<file path="src/rtl/captouch_pkg.sv">
// Shared types and sizing helpers for the multi-pad capacitive touch scanner.
package captouch_pkg;

    typedef enum logic [1:0] {DISCHARGE, CHARGE, EVAL} state_t;

    // Channel index width; a single pad still needs one bit.
    function automatic int ch_w(input int num_ch);
        return (num_ch > 1) ? $clog2(num_ch) : 1;
    endfunction

    // Threshold arithmetic carries one extra bit so base + margin never wraps.
    function automatic int thr_w(input int cnt_w);
        return cnt_w + 1;
    endfunction

endpackage

</file>
<file path="src/rtl/captouch_debounce.sv">
// Per-pad touch debouncer: btn follows only after DEB_DEPTH equal consecutive samples.
module captouch_debounce #(
    parameter int DEB_DEPTH = 4
) (
    input  logic clk,
    input  logic reset,
    input  logic clr,
    input  logic smp_vld,
    input  logic smp,
    output logic btn
);

    logic [DEB_DEPTH-1:0] hist;
    logic [DEB_DEPTH-1:0] hist_nxt;

    assign hist_nxt = {hist[DEB_DEPTH-2:0], smp};

    // btn is decided from the updated history so it moves on the same edge as the sample.
    always_ff @(posedge clk or posedge reset) begin
        if (reset) begin
            hist <= '0;
            btn  <= 1'b0;
        end else if (clr) begin
            hist <= '0;
            btn  <= 1'b0;
        end else if (smp_vld) begin
            hist <= hist_nxt;
            if (&hist_nxt)
                btn <= 1'b1;
            else if (~|hist_nxt)
                btn <= 1'b0;
        end
    end

endmodule

</file>
<file path="src/rtl/captouch_scan.sv">
// Round-robin capacitive touch scanner: discharge, release, time the rise, compare to a per-pad baseline.
// Optional CAPTOUCH_BASELINE_TRACK_EN: untouched measurements nudge the baseline one step toward meas.
module captouch_scan
    import captouch_pkg::*;
#(
    parameter int NUM_CH        = 4,
    parameter int CNT_W         = 15,
    parameter int DISCHARGE_CYC = 10,
    parameter int TIMEOUT_CYC   = 30000,
    parameter int THRESH_SHIFT  = 3,
    parameter int DEB_DEPTH     = 4
) (
    input  logic              clk,
    input  logic              reset,
    input  logic [NUM_CH-1:0] cap_in,
    output logic [NUM_CH-1:0] cap_out,
    output logic [NUM_CH-1:0] cap_oe,
    output logic [NUM_CH-1:0] btn,
    input  logic              recal,
    output logic              calibrated,
    output logic [NUM_CH-1:0] timeout_err
);

    localparam int CH_W = ch_w(NUM_CH);
    localparam int TW   = thr_w(CNT_W);

    logic [NUM_CH-1:0]            sync1, sync2;
    state_t                       state;
    logic [CH_W-1:0]              ch;
    logic [CNT_W-1:0]             cnt, meas;
    logic                         to;
    logic [NUM_CH-1:0][CNT_W-1:0] base;
    logic [NUM_CH-1:0]            base_vld;
    logic [NUM_CH-1:0]            ch_mask;
    logic [TW-1:0]                thresh;
    logic                         sample;
    logic                         smp_vld;

    assign cap_out = '0;

    // Synchronisers survive recal so a pad already high is not re-metastabilised.
    always_ff @(posedge clk or posedge reset) begin
        if (reset) begin
            sync1 <= '0;
            sync2 <= '0;
        end else begin
            sync1 <= cap_in;
            sync2 <= sync1;
        end
    end

    assign ch_mask = NUM_CH'(1) << ch;
    assign thresh  = {1'b0, base[ch]} + TW'(base[ch] >> THRESH_SHIFT);
    assign sample  = {1'b0, meas} > thresh;
    assign smp_vld = (state == EVAL) && !to && base_vld[ch];

    always_ff @(posedge clk or posedge reset) begin
        if (reset) begin
            state       <= DISCHARGE;
            ch          <= '0;
            cnt         <= '0;
            meas        <= '0;
            to          <= 1'b0;
            cap_oe      <= '1;
            base        <= '0;
            base_vld    <= '0;
            calibrated  <= 1'b0;
            timeout_err <= '0;
        end else if (recal) begin
            state       <= DISCHARGE;
            ch          <= '0;
            cnt         <= '0;
            meas        <= '0;
            to          <= 1'b0;
            cap_oe      <= '1;
            base        <= '0;
            base_vld    <= '0;
            calibrated  <= 1'b0;
            timeout_err <= '0;
        end else begin
            case (state)
                DISCHARGE: begin
                    if (cnt == CNT_W'(DISCHARGE_CYC - 1)) begin
                        state  <= CHARGE;
                        cnt    <= '0;
                        cap_oe <= ~ch_mask;
                    end else begin
                        cnt <= cnt + 1'b1;
                    end
                end
                CHARGE: begin
                    if (sync2[ch]) begin
                        state  <= EVAL;
                        meas   <= cnt;
                        to     <= 1'b0;
                        cap_oe <= '1;
                    end else if (cnt == CNT_W'(TIMEOUT_CYC - 1)) begin
                        state  <= EVAL;
                        meas   <= cnt;
                        to     <= 1'b1;
                        cap_oe <= '1;
                    end else begin
                        cnt <= cnt + 1'b1;
                    end
                end
                EVAL: begin
                    if (to) begin
                        timeout_err[ch] <= 1'b1;
                    end else if (!base_vld[ch]) begin
                        base[ch]     <= meas;
                        base_vld[ch] <= 1'b1;
                        calibrated   <= &(base_vld | ch_mask);
                    end
`ifdef CAPTOUCH_BASELINE_TRACK_EN
                    else if (!sample) begin
                        // meas > base implies base < max and vice versa, so the step never wraps.
                        if (meas > base[ch])
                            base[ch] <= base[ch] + 1'b1;
                        else if (meas < base[ch])
                            base[ch] <= base[ch] - 1'b1;
                    end
`endif
                    ch    <= (ch == CH_W'(NUM_CH - 1)) ? '0 : ch + 1'b1;
                    state <= DISCHARGE;
                    cnt   <= '0;
                end
                default: state <= DISCHARGE;
            endcase
        end
    end

    for (genvar i = 0; i < NUM_CH; i++) begin : g_deb
        captouch_debounce #(.DEB_DEPTH(DEB_DEPTH)) u_deb (
            .clk     (clk),
            .reset   (reset),
            .clr     (recal),
            .smp_vld (smp_vld && (ch == CH_W'(i))),
            .smp     (sample),
            .btn     (btn[i])
        );
    end

endmodule
</file>
<file path="config.mk">
export PLATFORM = sky130hd
export DESIGN_NAME = captouch_scan
export DESIGN_NICKNAME = d
export VERILOG_FILES = /design/src/rtl/captouch_pkg.sv /design/src/rtl/captouch_debounce.sv /design/src/rtl/captouch_scan.sv
export SDC_FILE = /design/constraint.sdc
export NUM_CORES = 1
export LEC_CHECK = 0
export CAP_MARGIN = 20
export CORE_UTILIZATION = 29
export DETAILED_ROUTE_END_ITERATION = 16
export PLACE_DENSITY_LB_ADDON = 0.3
export SLEW_MARGIN = 20
export SYNTH_ARGS = -nofsm -noshare
export SYNTH_HDL_FRONTEND = slang
export SYNTH_SLANG_ARGS = --single-unit
</file>
<file path="constraint.sdc">
create_clock -name clk -period 5.5 [get_ports clk]
set_input_delay 1.1 -clock clk [delete_from_list [all_inputs] [get_ports clk]]
set_output_delay 1.1 -clock clk [all_outputs]
set_load 0.005 [all_outputs]
</file>
==> metrics.md, run 1 <==
| Metric | Value |
|---|---|
| Status | `complete, no violations` |
| Mean post-synth cell area | `9.801 um^2` |
| Grt total ovfl | `0` |
| Mapped Cells | `736` |
| HP Class | `register to register` |
| Post-synthesis sequential area ratio | `45.86%` |
| Leak | `3.623 nW` |
| CTS buffer count | `17` |
| Cell Area, Synth | `0.007213 mm^2` |
| Setup CP Type | `register to register` |
| Cells along the critical path | `mux4_2 > ha_1 > fa_1 > a211oi_1 > o21ai_0 > a2111oi_0 > o21bai_1 > xnor2_1 > ha_1 > and4_1 > nand3_1 > nor4_1 > or3_1 > o41ai_1` |
| Top cell type's share of synthesized area | `44.41%` |
| Number of synthesized flops with an enable pin | `0` |
| Min cycle time layout | `4.884 ns` |
| Largest net degree at the start of global routing | `104` |
| DIE HEIGHT | `159.7 um` |
| Layout cells sized above 1 | `9.505%` |
| GPL Wtd Cong | `0.8128` |
| DR iter-0 viols | `396` |
| Chip Width | `159.7 um` |
| Maximum vdd drop | `0.2162 mV` |
| CTS tree | `built` |
| Relative slew slack | `33.64%` |
| Async set or reset register ratio after synthesis | `100.0%` |
| CTS Root Cell | `clkbuf_16` |
| Final Hold Fails | `0` |
| Antenna-violating nets left | `0` |
| DR vias | `5276` |
| Post-CTS Hold Buffers | `0` |
| Clock transition at path regs | `0.06 ns` |
| Setup TNS | `0 ns` |
| Main synth FF type | `dfrtp_1` |
| Slowest Stage Delay on Critical Path | `0.72 ns` |
| CP Capture Type | `register` |
| Starting Density | `29.57%` |
| CP Launch Type | `register` |
| Number of synthesized register bits | `132` |
| CTS Sinks | `132` |
| CP required | `5.81 ns` |
| Critical path's slowest cell | `dfrtp_1` |
| Arrival time worst endpoint | `5.19 ns` |
| Routed vias/inst | `4.926` |
| WL/cell | `16.06 um` |
| Largest cells by area after synthesis | `dfrtp_1 44%, nand2_1 7.0%, ha_1 6.4%` |
| Post-DP HPWL | `11470 um` |
| Slew of the pin with the lowest slew margin | `0.9953 ns` |
| H-Tree Depth | `4` |
| Buffers and inverters on the worst path | `0` |
| Total GRT Usage | `14.08%` |
| Final Setup Violations | `0` |
| Fmax | `0.2048 GHz` |
| Final wirelength | `17200 um` |
| Crit path top cell by count | `ha_1` |
| Core area | `0.02439 mm^2` |
| Initial antenna violation count | `0` |
| Max Transition Viols Final | `0` |
| Final worst-path cycle share | `88.79%` |
| Max-cap violations | `0` |
| Ant diodes | `0` |
| Synth Warn # | `0` |
| Layout Nets | `779` |
| IO Port Bufs | `19` |
| Final Skew | `0.01886 ns` |
| Area leader, netlist | `dfrtp_1` |
| # rows | `57` |
| Area Growth Syn to Fin | `14.19%` |
| Drt drc | `0` |
| Vias in the first global route | `5243` |
| Pwr/cell area | `324.1 mW/mm^2` |
| Number of detailed-route iterations in the first pass | `4` |
| Pwr Total | `2.670 mW` |
| Clock Path Buffers | `2` |
| Crit path max fanout | `10` |
| First-pass GRT wire length | `28500 um` |
| Latest clock arrival within the worst-skew pair | `0.43 ns` |
| Count of different cell masters after synthesis | `54` |
| Die ar. | `0.02551 mm^2` |
| I/O Pins | `24` |
| Top Family by Delay on Critical Path | `compound AO/OA/AOI/OAI gates` |
| RSZ-0062 raised after global routing | `false` |
| Layout Utilization | `33.77%` |
[logic make-up after synthesis]
group           Yosys count  synth area share [%]
simple gates            281                 18.14
compound gates          160                 13.67
flops                   132                 45.86
buf+inv                  62                 4.250
mux                      48                 9.627
fa+ha+maj                38                 6.696
xor+xnor                 14                 1.700
other cells               1               0.05199
[through the flow]
step / setup slack, ns / cells / area, um^2 / hold WS, ns
after floorplan: 0.8806 / 739 / 7224 / 0.3312
after global placement: 0.6247 / 1039 / 7606 / 0.3368
after detailed placement: 0.4572 / 1039 / 7606 / 0.3347
after CTS: 0.4225 / 1071 / 8232 / 0.3494
after global routing: 0.1870 / 1071 / 8237 / 0.3616
final: 0.6164 / 1071 / 8237 / 0.3482
[synthesized netlist by cell type, types with 2 or more instances]
master     instances
buf_6              2
nor4b_1            2
inv_1             14
buf_4             13
o22ai_1            2
nor2b_1            9
and4_1             4
ha_1              37
o21ai_2            2
buf_2              8
nand4_1            4
nand3_1           14
nand3b_1           4
a21o_1            10
mux2i_1           30
xor2_1             8
a21oi_1           73
dfstp_2            4
nand2_1          135
and2_1             7
o21ai_0           25
clkbuf_1          22
nor3b_1            5
a221oi_1           2
o21ai_1            2
o21a_1             3
a31oi_1            4
dfrtp_1          128
mux4_2            17
nor4b_2            5
nor2_1            66
xnor2_1            6
nor4_1             3
a2111oi_0          2
o41ai_1           12
a22o_1             8
buf_1              3
and3_1             5
nor3_1            13
o21bai_1           5
a211oi_1           5
[area by class of cell]
type	count	area, um^2
Fill cell	2502	16150
Clock inverter	13	172.7
Inverter	14	57.56
Multi-Input combinational cell	545	3615
Clock buffer	19	452.9
Sequential cell	132	3308
Tap cell	324	405.4
Timing Repair Buffer	24	225.2
[final timing paths]
| check | from | to | slack (ns) | cells after the start |
|---|---|---|---|---|
| max | ch[0]$_DFFE_PP0N_ | g_deb[0].u_deb.btn$_DFFE_PP0P_ | 0.62 | 14 |
| min | sync1[0]$_DFF_PP0_ | sync2[0]$_DFF_PP0_ | 0.35 | 0 |
| max reg2reg | ch[0]$_DFFE_PP0N_ | g_deb[0].u_deb.btn$_DFFE_PP0P_ | 0.62 | 14 |
| min reg2reg | sync1[0]$_DFF_PP0_ | sync2[0]$_DFF_PP0_ | 0.35 | 0 |
| max in group asynchronous | reset | base[4]$_DFFE_PP0P_ | 3.24 | 3 |
| min in group asynchronous | reset | state[0]$_DFFE_PP0P_ | 1.24 | 2 |
[power by group]
group	switching (mW)	internal, mW
Sequential	0.0378	0.999
Clock	0.465	0.745
Combinational	0.270	0.152
[layout by cell type (no fill, tap or decap), drive strengths merged, types with 6 or more instances in the layout]
cell / n
nand2: 135
dfrtp: 128
a21oi: 73
nor2: 67
ha: 37
mux2i: 30
o21ai: 29
clkbuf: 19
clkdlybuf4s50: 18
inv: 18
mux4: 17
nand3: 14
nor3: 13
o41ai: 12
a21o: 10
nor2b: 9
xor2: 8
a22o: 8
and2: 7
nor4b: 7
xnor2: 6
buf: 6
[flip-flops by register name, indices dropped and copies added (netlist names)]
register	flops
g_deb.u_deb.btn	4
to	1
state	2
meas	15
g_deb.u_deb.hist	12
base	60
sync2	4
ch	2
sync1	4
cap_oe	4
cnt	15
calibrated	1
timeout_err	4
base_vld	4
[layer usage]
layer	part of all wire (%)	up-vias	track usage [%]
met5	0	-	0
met4	0.37	0	3.802
met3	3.6	2	3.221
met2	47	84	21.83
met1	49	2602	19.65
li1	-	2588	-
[timing repair]
| item | 4_1_cts | 5_1_grt |
|---|---|---|
| buffers inserted | 0 | 0 |
| endpoints found under the setup margin | 0 | 1 |
| resized for setup | 0 | 1 |
Note: power is estimated with default switching activity, not from simulation.
==> inputs of run 2 (changes only) <==
--- a/config.mk
+++ b/config.mk
@@ -6,7 +6,7 @@
 export NUM_CORES = 1
 export LEC_CHECK = 0
 export CAP_MARGIN = 20
-export CORE_UTILIZATION = 29
+export CORE_UTILIZATION = 55
 export DETAILED_ROUTE_END_ITERATION = 16
 export PLACE_DENSITY_LB_ADDON = 0.3
 export SLEW_MARGIN = 20
==> run 2 against run 1 <==
  * Routed wire length is 4.5% lower
  * Hold slack worse by 0.0018 ns
  * Non-clock buffer count up 1
  * Largest power group unchanged
  * Via count is 4.5% higher
  * Clock skew shrank 0.013 ns
==> metrics.md, run 2 (synthesis results as in run 1) <==
| Metric | Value |
|---|---|
| I/O Pins | `24` |
| Biggest regs | `base (60), cnt (15), meas (15)` |
| Min cycle time layout | `4.758 ns` |
| Hold Path Stages | `0` |
| CTS Root Cell | `clkbuf_16` |
| Sw frac | `27.28%` |
| R2R setup slack | `0.74 ns` |
| Final Skew | `0.005718 ns` |
| Max Transition Viols Final | `0` |
| Final cell count without fillers | `920` |
| Arrival time worst endpoint | `5.02 ns` |
| Comb pwr share | `16.6%` |
| RSZ-0062 raised after global routing | `false` |
| DR iter-0 viols | `353` |
| Final wirelength | `16430 um` |
| Final Setup Violations | `0` |
| Final Hold Fails | `0` |
| Clock transition at path regs | `0.06 ns` |
| HP Class | `register to register` |
| Starting Density | `56.70%` |
| Setup repair bufs after CTS | `0` |
| Latest clock arrival within the worst-skew pair | `0.42 ns` |
| Worst Hold End | `sync2[2]$_DFF_PP0_` |
| Chip Width | `116.5 um` |
| FF-to-FF Start | `ch[0]$_DFFE_PP0N_` |
| Status | `complete, no violations` |
| Largest net degree at the start of global routing | `84` |
| Layout cells sized above 1 | `8.957%` |
| Fill cell count | `1043` |
| Grt total ovfl | `0` |
| Post-Place Cell Area | `0.007421 mm^2` |
| DR vias | `5514` |
| Layout Nets | `780` |
| Ant diodes | `0` |
| WL/cell | `17.86 um` |
| CP required | `5.76 ns` |
| Commonest non-fill, non-tap cell in the layout | `nand2_1` |
| Area Growth Syn to Fin | `11.31%` |
| Fmax | `0.2102 GHz` |
| Clock network fraction of total power | `43.9%` |
| CTS buffer count | `17` |
| Routed vias/inst | `5.993` |
| # rows | `41` |
| Setup TNS | `0 ns` |
| Post-DP HPWL | `11260 um` |
| Drt drc | `0` |
| Worst hold start | `sync1[2]$_DFF_PP0_` |
| Pwr/cell area | `325.8 mW/mm^2` |
| CTS Sinks | `132` |
| Maximum vdd drop | `0.2703 mV` |
| H-Tree Depth | `4` |
| Max FFs per register | `60` |
| CP Capture Type | `register` |
| Relative slew slack | `32.50%` |
| Register share of total power | `39.5%` |
| Most frequent cells in the layout | `135 x nand2_1, 128 x dfrtp_1, 73 x a21oi_1, 66 x nor2_1, 37 x ha_1` |
| CP Launch Type | `register` |
| Vias in the first global route | `5321` |
| GPL Wtd Cong | `0.8891` |
| Post-CTS Hold Buffers | `0` |
| Reg2reg end | `g_deb[1].u_deb.btn$_DFFE_PP0P_` |
| Post-cts resize count | `0` |
| IO Port Bufs | `19` |
| Internal | `1.902 mW` |
| Final worst-path cycle share | `86.51%` |
| Top reg by flops | `base` |
| Initial antenna violation count | `0` |
| Antenna-violating nets left | `0` |
| FF-to-FF path depth | `14` |
| Die ar. | `0.01358 mm^2` |
| Leak | `3.619 nW` |
| Crit path max fanout | `8` |
| Final Cell Area | `0.008029 mm^2` |
| Total GRT Usage | `26.57%` |
| First-pass GRT wire length | `27190 um` |
| DIE HEIGHT | `116.5 um` |
| Dpl cells | `888` |
| Psw | `713.4 uW` |
| Max-cap violations | `0` |
| Setup CP Type | `register to register` |
| CTS tree | `built` |
| Core area | `0.01272 mm^2` |
| Slew of the pin with the lowest slew margin | `1.012 ns` |
| Number of detailed-route iterations in the first pass | `5` |
| Clock Path Buffers | `2` |
==> run 2: changes by cell type in the layout (fill, tap and decap cells not counted), sizes merged <==
cell / before / now
clkbuf: 19 / 24
inv: 18 / 14
buf: 6 / 7
clkinvlp: 3 / 2
==> run 2: layout make-up <==
type                       instances  area, um^2  area share, %
sequential                       132        3308          41.20
clock inverter                     8       123.9          1.543
tap                              172       215.2          2.680
multi-input combinational        545        3610          44.96
timing repair buffer              25       232.7          2.899
inverter                          14       57.56         0.7168
clock buffer                      24       481.7          6.000
==> run 2: through the flow <==
| stage | power, mW | hold WS [ns] | utilization (%) | setup slack, ns |
|---|---|---|---|---|
| after floorplan | 1.395 | 0.3312 | - | 0.8806 |
| after global routing | 2.722 | 0.3511 | 63.11 | 0.4274 |
| final | 2.615 | 0.3463 | 63.11 | 0.7421 |
| after CTS | 2.627 | 0.3479 | 63.09 | 0.7781 |
| after detailed placement | 1.483 | 0.3372 | 58.33 | 0.7875 |
| after global placement | 1.467 | 0.3390 | 58.33 | 0.9044 |
==> run 2: worst max-delay path by stage <==
stage | start | to | slack, ns | cells past startpoint
final | ch[0]$_DFFE_PP0N_ | g_deb[1].u_deb.btn$_DFFE_PP0P_ | 0.74 | 14
after global routing | ch[0]$_DFFE_PP0N_ | g_deb[1].u_deb.btn$_DFFE_PP0P_ | 0.43 | 14
after CTS | ch[0]$_DFFE_PP0N_ | g_deb[1].u_deb.btn$_DFFE_PP0P_ | 0.78 | 14
after detailed placement | ch[0]$_DFFE_PP0N_ | g_deb[1].u_deb.btn$_DFFE_PP0P_ | 0.79 | 14
after global placement | ch[0]$_DFFE_PP0N_ | g_deb[0].u_deb.hist[0]$_DFFE_PP0P_ | 0.90 | 14
after floorplan | reset | base[0]$_DFFE_PP0P_ | 0.88 | 1
==> run 2: power groups by stage <==
stage	Sequential (mW)	Clock (mW)	Combinational (mW)
after floorplan	1.04	0	0.359
after global placement	1.05	0	0.420
after detailed placement	1.05	0	0.432
after CTS	1.03	1.16	0.437
after global routing	1.04	1.20	0.480
final	1.03	1.15	0.435
==> run 2: worst max-delay path, stage by stage (launching register included) <==
cell,delay [ns]
dfrtp_1,0.56
mux4_2,0.58
ha_1,0.26
fa_1,0.44
a211oi_1,0.36
o21ai_0,0.22
a2111oi_0,0.41
o21bai_1,0.13
xnor2_1,0.14
ha_1,0.28
and4_1,0.17
nand3_1,0.11
a211oi_1,0.06
nor3_1,0.71
o41ai_1,0.18
==> run 2: routing by layer <==
layer  vias to the layer above  global-route usage [%]  part of all wire [%]
li1                       2595                       -                     -
met1                      2711                   35.73                    43
met2                       178                   42.37                    49
met3                        30                   5.605                   6.0
met4                         0                   10.26                   2.5
met5                         -                       0                     0
